$ cat config.mk
export PLATFORM = sky130hd
export DESIGN_NAME = uart_tx_fifo_param
export DESIGN_NICKNAME = d
export VERILOG_FILES = /design/src/rtl/uart_tx_fifo_param.sv
export SDC_FILE = /design/constraint.sdc
export NUM_CORES = 1
export LEC_CHECK = 0
export ABC_AREA = 1
export CORE_MARGIN = 2
export CORE_UTILIZATION = 50
export DETAILED_ROUTE_END_ITERATION = 8
export HOLD_SLACK_MARGIN = 0.12
export PLACE_DENSITY = 0.67
export SLEW_MARGIN = 20
export SYNTH_ARGS = -nofsm -noshare
export SYNTH_HDL_FRONTEND = slang
export SYNTH_SLANG_ARGS = --single-unit
$ cat constraint.sdc
create_clock -name clk -period 5.3 [get_ports clk]
set_input_delay 0.53 -clock clk [delete_from_list [all_inputs] [get_ports clk]]
set_output_delay 0.53 -clock clk [all_outputs]
set_load 0.1 [all_outputs]
$ cat src/rtl/uart_tx_fifo_param.sv
// uart_tx_fifo_param: UART transmitter with a baud tick generator, a TX FIFO and a frame FSM
module uart_tx_fifo_param #(
    parameter int unsigned CLK_HZ     = 50_000_000,
    parameter int          DATA_BITS  = 8,
    parameter int          STOP_BITS  = 1,
    parameter int          FIFO_DEPTH = 16,
    parameter int          AW         = 4
) (
    input  logic                 clk,
    input  logic                 reset,
    input  logic [DATA_BITS-1:0] Tx_DATA,
    input  logic                 Tx_WR,
    input  logic                 Tx_EN,
    input  logic [2:0]           baud_select,
    input  logic [1:0]           parity_mode,
    output logic                 TxD,
    output logic                 Tx_BUSY,
    output logic                 Tx_FULL,
    output logic                 Tx_EMPTY,
    output logic [AW:0]          Tx_LEVEL,
    output logic                 Tx_OVF
);
    function automatic int unsigned div_of(input int unsigned rate);
        return (CLK_HZ + 8 * rate) / (16 * rate);
    endfunction

    localparam int unsigned DIV [8] = '{div_of(300), div_of(1200), div_of(4800), div_of(9600),
                                        div_of(19200), div_of(38400), div_of(57600), div_of(115200)};
    localparam int CW = $clog2(div_of(300) + 1);
    localparam logic [3:0] LAST_DATA = 4'(DATA_BITS - 1);
    localparam logic [3:0] LAST_STOP = 4'(STOP_BITS - 1);

    typedef enum logic [2:0] {IDLE, START, DATA, PARITY, STOP} state_e;

    logic [DATA_BITS-1:0] mem_q [FIFO_DEPTH];
    logic [AW-1:0]        wptr_q, rptr_q;
    logic [AW:0]          level_q, level_d;
    logic                 ovf_q;
    state_e               state_q;
    logic                 txd_q, busy_q;
    logic [DATA_BITS-1:0] shift_q;
    logic                 par_en_q, par_bit_q;
    logic [2:0]           baud_q;
    logic [CW-1:0]        cnt_q, div_m1;
    logic [3:0]           sub_q, bit_q;
    logic                 full, empty, push, pop, tick, bit_end, last_stop;

    // FIFO status, baud tick and the pop/push decisions shared by FIFO and FSM
    always_comb begin
        full      = level_q == (AW+1)'(FIFO_DEPTH);
        empty     = level_q == '0;
        div_m1    = CW'(DIV[baud_q] - 1);
        tick      = state_q != IDLE && cnt_q == div_m1;
        bit_end   = tick && sub_q == 4'd15;
        last_stop = state_q == STOP && bit_end && bit_q == LAST_STOP;
        pop       = Tx_EN && !empty && (state_q == IDLE || last_stop);
        push      = Tx_WR && (!full || pop);
        level_d   = level_q + (AW+1)'(push) - (AW+1)'(pop);
    end

    // FIFO storage; a write while full and popping lands in the slot being freed
    always_ff @(posedge clk) begin
        if (push) mem_q[wptr_q] <= Tx_DATA;
    end

    // FIFO pointers, occupancy and the dropped-write pulse
    always_ff @(posedge clk or negedge reset) begin
        if (!reset) begin
            wptr_q  <= '0;
            rptr_q  <= '0;
            level_q <= '0;
            ovf_q   <= 1'b0;
        end else begin
            if (push) wptr_q <= wptr_q + 1'b1;
            if (pop) rptr_q <= rptr_q + 1'b1;
            level_q <= level_d;
            ovf_q   <= Tx_WR && full && !pop;
        end
    end

    // Frame sequencer: registered line and busy, divider and bit counters restart per frame
    always_ff @(posedge clk or negedge reset) begin
        if (!reset) begin
            state_q   <= IDLE;
            txd_q     <= 1'b1;
            busy_q    <= 1'b0;
            shift_q   <= '0;
            par_en_q  <= 1'b0;
            par_bit_q <= 1'b0;
            baud_q    <= '0;
            cnt_q     <= '0;
            sub_q     <= '0;
            bit_q     <= '0;
        end else if (!Tx_EN) begin
            state_q <= IDLE;
            txd_q   <= 1'b1;
            busy_q  <= 1'b0;
            cnt_q   <= '0;
            sub_q   <= '0;
        end else if (pop) begin
            state_q   <= START;
            txd_q     <= 1'b0;
            busy_q    <= 1'b1;
            shift_q   <= mem_q[rptr_q];
            baud_q    <= baud_select;
            par_en_q  <= ^parity_mode;
            par_bit_q <= ^mem_q[rptr_q] ^ parity_mode[1];
            cnt_q     <= '0;
            sub_q     <= '0;
            bit_q     <= '0;
        end else if (state_q != IDLE) begin
            cnt_q <= tick ? '0 : cnt_q + 1'b1;
            if (tick) sub_q <= sub_q + 1'b1;
            if (bit_end) begin
                case (state_q)
                    START: begin
                        state_q <= DATA;
                        txd_q   <= shift_q[0];
                    end
                    DATA: begin
                        if (bit_q == LAST_DATA) begin
                            state_q <= par_en_q ? PARITY : STOP;
                            txd_q   <= par_en_q ? par_bit_q : 1'b1;
                            bit_q   <= '0;
                        end else begin
                            shift_q <= shift_q >> 1;
                            txd_q   <= shift_q[1];
                            bit_q   <= bit_q + 1'b1;
                        end
                    end
                    PARITY: begin
                        state_q <= STOP;
                        txd_q   <= 1'b1;
                    end
                    STOP: begin
                        if (bit_q == LAST_STOP) begin
                            state_q <= IDLE;
                            busy_q  <= 1'b0;
                        end else begin
                            bit_q <= bit_q + 1'b1;
                        end
                    end
                    default: state_q <= IDLE;
                endcase
            end
        end
    end

    assign TxD      = txd_q;
    assign Tx_BUSY  = busy_q;
    assign Tx_FULL  = full;
    assign Tx_EMPTY = empty;
    assign Tx_LEVEL = level_q;
    assign Tx_OVF   = ovf_q;
endmodule

==> results of run 1 <==
[power by group]
part | leakage [nW] | switching [mW] | internal, mW | total, mW
logic | 2.09 | 1.59 | 0.648 | 2.24
clock network | 0.313 | 0.632 | 0.737 | 1.37
registers | 1.86 | 0.148 | 1.72 | 1.86
total | 4.26 | 2.37 | 3.10 | 5.47
[sequential cells by signal (all words and copies together), names as in the netlist]
name       flops
TxD            1
Tx_BUSY        1
Tx_LEVEL       5
Tx_OVF         1
baud_q         3
bit_q          4
cnt_q         14
mem_q        128
par_bit_q      1
par_en_q       1
rptr_q         4
shift_q        8
state_q        3
sub_q          4
wptr_q         4
[layout make-up]
cell class	instances	area [um^2]	area share
clock buffers	17	425	0.0411
flip-flops and latches	182	5200	0.502
repair buffers	34	315	0.0305
well taps	229	287	0.0277
clock inverters	15	228	0.0220
multi-input cells	707	3560	0.344
inverters	91	342	0.0330
[cells in the mapped netlist (22+ instances only)]
cell	n
nand2_1	257
edfxtp_1	128
nor2_1	119
inv_1	85
o21ai_0	70
nand3_1	68
dfrtp_1	53
nand4_1	43
a21oi_1	37
clkbuf_1	28
xor2_1	23
ha_1	22
[worst min-delay path by stage]
stage                                 from                      to  slack [ns]  cells after the start
finish                               reset    bit_q[2]$_DFFE_PN0P_        0.22                      2
global route                         reset    bit_q[2]$_DFFE_PN0P_        0.29                      2
CTS                                  reset    bit_q[2]$_DFFE_PN0P_        0.24                      2
detailed placement  shift_q[6]$_DFFE_PN0P_  shift_q[6]$_DFFE_PN0P_        0.46                      2
global placement    shift_q[4]$_DFFE_PN0P_  shift_q[4]$_DFFE_PN0P_        0.46                      2
floorplan                            reset     Tx_BUSY$_DFFE_PN0P_        0.23                      0
[critical path: cells and delay by family (launching register included)]
kind / cells / cell delay (ns)
fa+ha+maj: 2 / 0.39
buf+inv: 1 / 0.21
simple gates: 15 / 2.94
compound gates: 1 / 0.10
flops: 1 / 0.45
[layer usage]
layer	vias to the layer above	GRT usage	part of all wire
met4	0	0.0829	0.022
met3	34	0.0434	0.055
met1	3286	0.301	0.43
met5	-	0	0
li1	3451	-	-
met2	206	0.378	0.49
[through the flow]
stage,power [mW],setup WS [ns]
floorplan,3.53,1.52
global placement,4.07,0.985
detailed placement,4.10,0.871
global route,5.84,0.325
finish,5.47,0.829
CTS,5.47,0.850
[logic make-up after synthesis]
logic type,after synthesis,share of synthesized area
AOI/OAI and AO/OA,125,0.0726
xor gates and xnor gates,28,0.0264
adders and majority gates,23,0.0318
buffers and inverters,133,0.0580
DFF,182,0.559
and+or+nand+nor,531,0.252
==> qor.csv, run 1 <==
stage;metric;value;unit
grt;largest net degree at the start of global routing;76;
place;IO buf count;26;
sta;clock skew;0.0192;ns
sta;fin crit share;0.844;
cells_and_area;Layout area overhead;11.4;%
drt;antenna-violating nets left;0;
grt;grt ovf;0;
drt;Vias;6977;
clock_network;CTS root buf;clkbuf_16;
grt;GRT Total Usage;0.228;
floorplanning;Die Ht;140;um
yosys;Yosys top cell area share;0.414;
grt;vias in the first global route;6694;
sta;f_max;0.224;GHz
setup_path;r2r setup slk;0.83;ns
yosys;Mapped Avg Cell Area;9.10;um^2
yosys;Synth Cell Area;0.00930;mm^2
drt;first-iteration detailed-routing DRC count;618;
floorplanning;die area;0.0197;mm^2
sta;Final setup viols;0;
job;MaxCap Viol Count;0;
cells_and_area;share of layout cells above drive strength 1;0.0746;
power;pwr dens;528;mW/mm^2
floorplanning;row count;49;
cells_and_area;Finished Core Util;0.572;
place;Placer Congestion;0.895;
setup_path;crit-path max FO;51;
clock_network;CTS Buf Count;17;
sta;final setup TNS;0;ns
cells_and_area;# fillers;1555;
clock_network;Post-CTS Hold Fix Bufs;0;
floorplanning;Initial Util;0.514;
yosys;area leader, netlist;edfxtp_1;
clock_network;worst-case clock buffer depth;2;
yosys;Async S/R FF share, synth;0.297;
drt;first drt pass iteration count;5;
setup_path;Worst Reg-to-Reg Cells;19;
yosys;main area contributors after synthesis;edfxtp_1 41%, dfrtp_1 14%, nand2_1 10%;
cells_and_area;Final Instance Count excl. Fillers;1275;
sta;Pins Over Slew Limit;0;
setup_path;origin of the critical flop-to-flop path;baud_q[0]$_DFFE_PN0P_;
setup_path;Crit Path Class;reg -> reg;
yosys;Mapped Cells;1022;
power;Peak VDD IR;0.000262;V
setup_path;CP Launch Type;register;
place;# placed instances;1243;
setup_path;max incr delay on CP;0.63;ns
grt;first-pass GRT wire length;34900;um
clock_network;clk_lat worst skew;0.44;ns
setup_path;Slowest-stage cell, CP;nor2_1;
drt;Vias/cell;5.47;
sta;RSZ-0062 raised after global routing;false;
sta;worst slew pin tran;0.978;ns
cells_and_area;most frequent cells in the layout;257 x nand2_1, 128 x edfxtp_1, 119 x nor2_1;
yosys;syn nets;1062;
cells_and_area;ANT cells;0;
drt;DRC;0;
setup_path;Crit. End Element;register;
clock_network;CTS Sinks;182;
clock_network;CTS H-tree depth;4;
cells_and_area;Layout Cell Area excl Fill;0.0104;mm^2
sta;relative slew slack;0.346;
setup_path;CP Launch Point;baud_q[0]$_DFFE_PN0P_;
worst_hold_path;Worst Hold Class;in -> async;
setup_path;crit path capture;mem_q[11][3]$_DFFE_PP_;
yosys;Primary FF master, synth;edfxtp_1;
clock_network;Resized cells post-CTS;0;
yosys;synth warn;0;
cells_and_area;most common cell after layout, fill and taps aside;nand2_1;
yosys;Seq/Total Area, Yosys;0.559;
sta;fin crit period;4.47;ns
power;Leakage;4.26;nW
sta;WHS;0.217;ns
run_status;status;completed;
place;dpl cell area;0.00970;mm^2
setup_path;CP required;5.36;ns
place;Post-DP HPWL;14300;um
floorplanning;Ports;27;
floorplanning;die width;140;um
setup_path;crit path cell chain;inv_1, ha_1, nor2_1, nor2_2, ha_1, nand3_2, nor2_4, nand3_2, nand2_1, o21ai_0, nor2_1, nand2_1, nor2_4, nand3_4, nand2_4, nand2_4, nand2_4, nand2_2, nor2_1;
yosys;EDFF count, synth;128;
cells_and_area;Nets;1073;
grt;initial antenna violation count;0;
sta;Hold Fails Final Rpt;0;
yosys;Yosys cell types;40;
setup_path;data arrival time of the worst path;4.54;ns
drt;DR WL/cell;16.7;um
drt;DRT Wirelength;21300;um
clock_network;Worst-path clk slew;0.08;ns
floorplanning;Core Footprint;0.0181;mm^2
setup_path;r2r endpoint;mem_q[11][3]$_DFFE_PP_;
clock_network;CTS tree;built;
yosys;Yosys reg bits;182;
clock_network;postcts setup bufs;0;
Power figures use the tool's default switching activity.
==> run 2: changes to the inputs <==
--- a/config.mk
+++ b/config.mk
@@ -10,7 +10,7 @@
 export CORE_UTILIZATION = 50
 export DETAILED_ROUTE_END_ITERATION = 8
 export HOLD_SLACK_MARGIN = 0.12
-export PLACE_DENSITY = 0.67
+export PLACE_DENSITY = 0.69
 export SLEW_MARGIN = 20
 export SYNTH_ARGS = -nofsm -noshare
 export SYNTH_HDL_FRONTEND = slang
==> constraint.sdc (replaced) <==
create_clock -name clk -period 3.8 [get_ports clk]
set_input_delay 0.38 -clock clk [delete_from_list [all_inputs] [get_ports clk]]
set_output_delay 0.38 -clock clk [all_outputs]
set_load 0.1 [all_outputs]
==> run 2 against run 1 <==
  * Clock skew is 0.0052 ns lower
  * Setup slack got worse by 0.60 ns
  * Power rose by 41%
  * First-iteration DRC count increased by 6.1%
  * Non-clock buffer count rose by 28
  * Flip-flop and latch count unchanged
  * Hold slack improved by 0.27 ns
  * Combinational power rose by 47%
  * Clock power grew 32%
  * Sequential power increased by 39%
  * Routed wire length is 0.14% lower
  * Register-to-register slack got worse by 0.60 ns
==> qor.csv, run 2 (same netlist as run 1, synthesis figures left out) <==
stage;metric;value;unit
run_status;status;completed;
sta;fin crit share;0.941;
power;Switching Fraction;0.426;
clock_network;CTS Buf Count;17;
sta;worst slew pin tran;0.981;ns
sta;Final setup viols;0;
place;# placed instances;1262;
power;power share of the sequential group;0.336;
cells_and_area;largest register by flop count;mem_q;
drt;DRC;0;
floorplanning;Initial Util;0.514;
sta;Hold Fails Final Rpt;0;
sta;fin crit period;3.58;ns
cells_and_area;share of layout cells above drive strength 1;0.109;
power;pwr dens;726;mW/mm^2
setup_path;CP Launch Type;register;
clock_network;worst-case clock buffer depth;2;
power;Peak VDD IR;0.000518;V
grt;GRT Total Usage;0.225;
place;Placer Congestion;0.930;
drt;DR WL/cell;16.3;um
grt;first-pass GRT wire length;34600;um
setup_path;Crit Path Class;reg -> reg;
clock_network;clk_lat worst skew;0.43;ns
power;Logic pwr share;0.428;
sta;f_max;0.280;GHz
worst_hold_path;HP Start;shift_q[2]$_DFFE_PN0P_;
cells_and_area;ANT cells;0;
floorplanning;row count;49;
setup_path;origin of the critical flop-to-flop path;baud_q[0]$_DFFE_PN0P_;
clock_network;Worst-path clk slew;0.07;ns
sta;clock skew;0.0139;ns
drt;Vias;7088;
cells_and_area;most common cell after layout, fill and taps aside;nand2_1;
power;Leakage;4.38;nW
grt;vias in the first global route;6679;
drt;antenna-violating nets left;0;
drt;first drt pass iteration count;5;
grt;grt ovf;0;
worst_hold_path;Worst Hold Class;reg -> reg;
grt;largest net degree at the start of global routing;50;
floorplanning;Ports;27;
sta;WHS;0.492;ns
power;Clock Power Share;0.236;
setup_path;CP required;3.94;ns
drt;first-iteration detailed-routing DRC count;656;
drt;Vias/cell;5.44;
sta;RSZ-0062 raised after global routing;false;
floorplanning;die area;0.0197;mm^2
setup_path;crit-path max FO;16;
clock_network;CTS tree;built;
place;Post-DP HPWL;14300;um
sta;relative slew slack;0.344;
clock_network;CTS Sinks;182;
floorplanning;Core Footprint;0.0181;mm^2
clock_network;CTS root buf;clkbuf_16;
cells_and_area;Final Instance Count excl. Fillers;1303;
power;Power Internal;4.41;mW
clock_network;CTS H-tree depth;4;
floorplanning;Die Ht;140;um
cells_and_area;Finished Core Util;0.586;
setup_path;CP Launch Point;baud_q[0]$_DFFE_PN0P_;
cells_and_area;Nets;1101;
place;IO buf count;26;
place;dpl cell area;0.00984;mm^2
power;Switch Pwr;3.28;mW
sta;Pins Over Slew Limit;0;
cells_and_area;Layout Cell Area excl Fill;0.0106;mm^2
setup_path;data arrival time of the worst path;3.71;ns
cells_and_area;most frequent cells in the layout;256 x nand2_1, 128 x edfxtp_1, 118 x nor2_1;
cells_and_area;Layout area overhead;14.0;%
drt;DRT Wirelength;21300;um
floorplanning;die width;140;um
cells_and_area;max reg flops;128;
setup_path;Crit. End Element;register;
sta;final setup TNS;0;ns
grt;initial antenna violation count;0;
job;MaxCap Viol Count;0;
cells_and_area;Largest regs;mem_q x128, cnt_q x14, shift_q x8;
-- run 2: cell count changes in the layout (fill, tap and decap cells not counted), sizes merged --
cell,delta
dlygate4sd3,+1
inv,+1
clkinvlp,-1
buf,+27
-- run 2: repair_timing --
item,in CTS,in global routing
hold buffers,1,0
setup buffers,1,7
resized for setup,3,15
endpoints found under the hold margin,28,0
pin swaps,1,13
setup endpoints to repair,17,130
gates cloned,0,0
-- run 2: power groups by stage --
| stage | sequential (mW) | clock (mW) | combinational [mW] |
|---|---|---|---|
| finish | 2.58 | 1.81 | 3.29 |
| global route | 2.61 | 1.92 | 3.70 |
| CTS | 2.58 | 1.84 | 3.18 |
| detailed placement | 2.62 | 0 | 3.15 |
| floorplan | 2.78 | 0 | 2.13 |
| global placement | 2.61 | 0 | 3.11 |
-- run 2: critical path, stage by stage (launching register included) --
cell and delay, ns:
dfrtp_1 0.42, inv_2 0.14, ha_2 0.19, nor2_1 0.05
nor2_2 0.17, ha_4 0.17, nand3_4 0.09, nor2_4 0.17
nand3_4 0.11, nand2_1 0.09, o21ai_0 0.08, nor2_1 0.09
nand2_1 0.10, nor2_4 0.15, nand3_4 0.12, nand2_8 0.13
nand2_8 0.06, nand2_4 0.09, nand2_2 0.26, buf_4 0.27
nor2_1 0.12, buf_4 0.20
-- run 2: cell type report --
| type | instances | area (um^2) |
|---|---|---|
| Fill cell | 1549 | 7490 |
| Sequential cell | 182 | 5200 |
| Multi-Input combinational cell | 707 | 3630 |
| Timing Repair Buffer | 62 | 528 |
| Clock buffer | 17 | 425 |
| Inverter | 91 | 342 |
| Tap cell | 229 | 287 |
| Clock inverter | 15 | 188 |
-- run 2: final timing paths --
check                      depth (start not counted)  slack, ns                     end
min in group asynchronous                          2       0.52    sub_q[1]$_DFFE_PN0P_
max reg2reg                                       21       0.22  mem_q[11][3]$_DFFE_PP_
min reg2reg                                        2       0.49  shift_q[2]$_DFFE_PN0P_
max                                               21       0.22  mem_q[11][3]$_DFFE_PP_
max in group asynchronous                          3       2.45         TxD$_DFFE_PN1P_
min                                                2       0.49  shift_q[2]$_DFFE_PN0P_
-- run 2: stage by stage --
stage	setup slack (ns)	total power, mW
global route	0.00447	8.23
global placement	0.0696	5.72
detailed placement	-0.0367	5.77
CTS	0.0151	7.60
floorplan	0.0242	4.92
finish	0.225	7.69
-- run 2: metal layers --
layer  up-vias  track usage  wire length [um]
met5         -            0                 0
met4         0       0.0787               427
met3        27       0.0284              1030
met2       182        0.365             10200
met1      3377        0.314              9590
li1       3502            -                 -
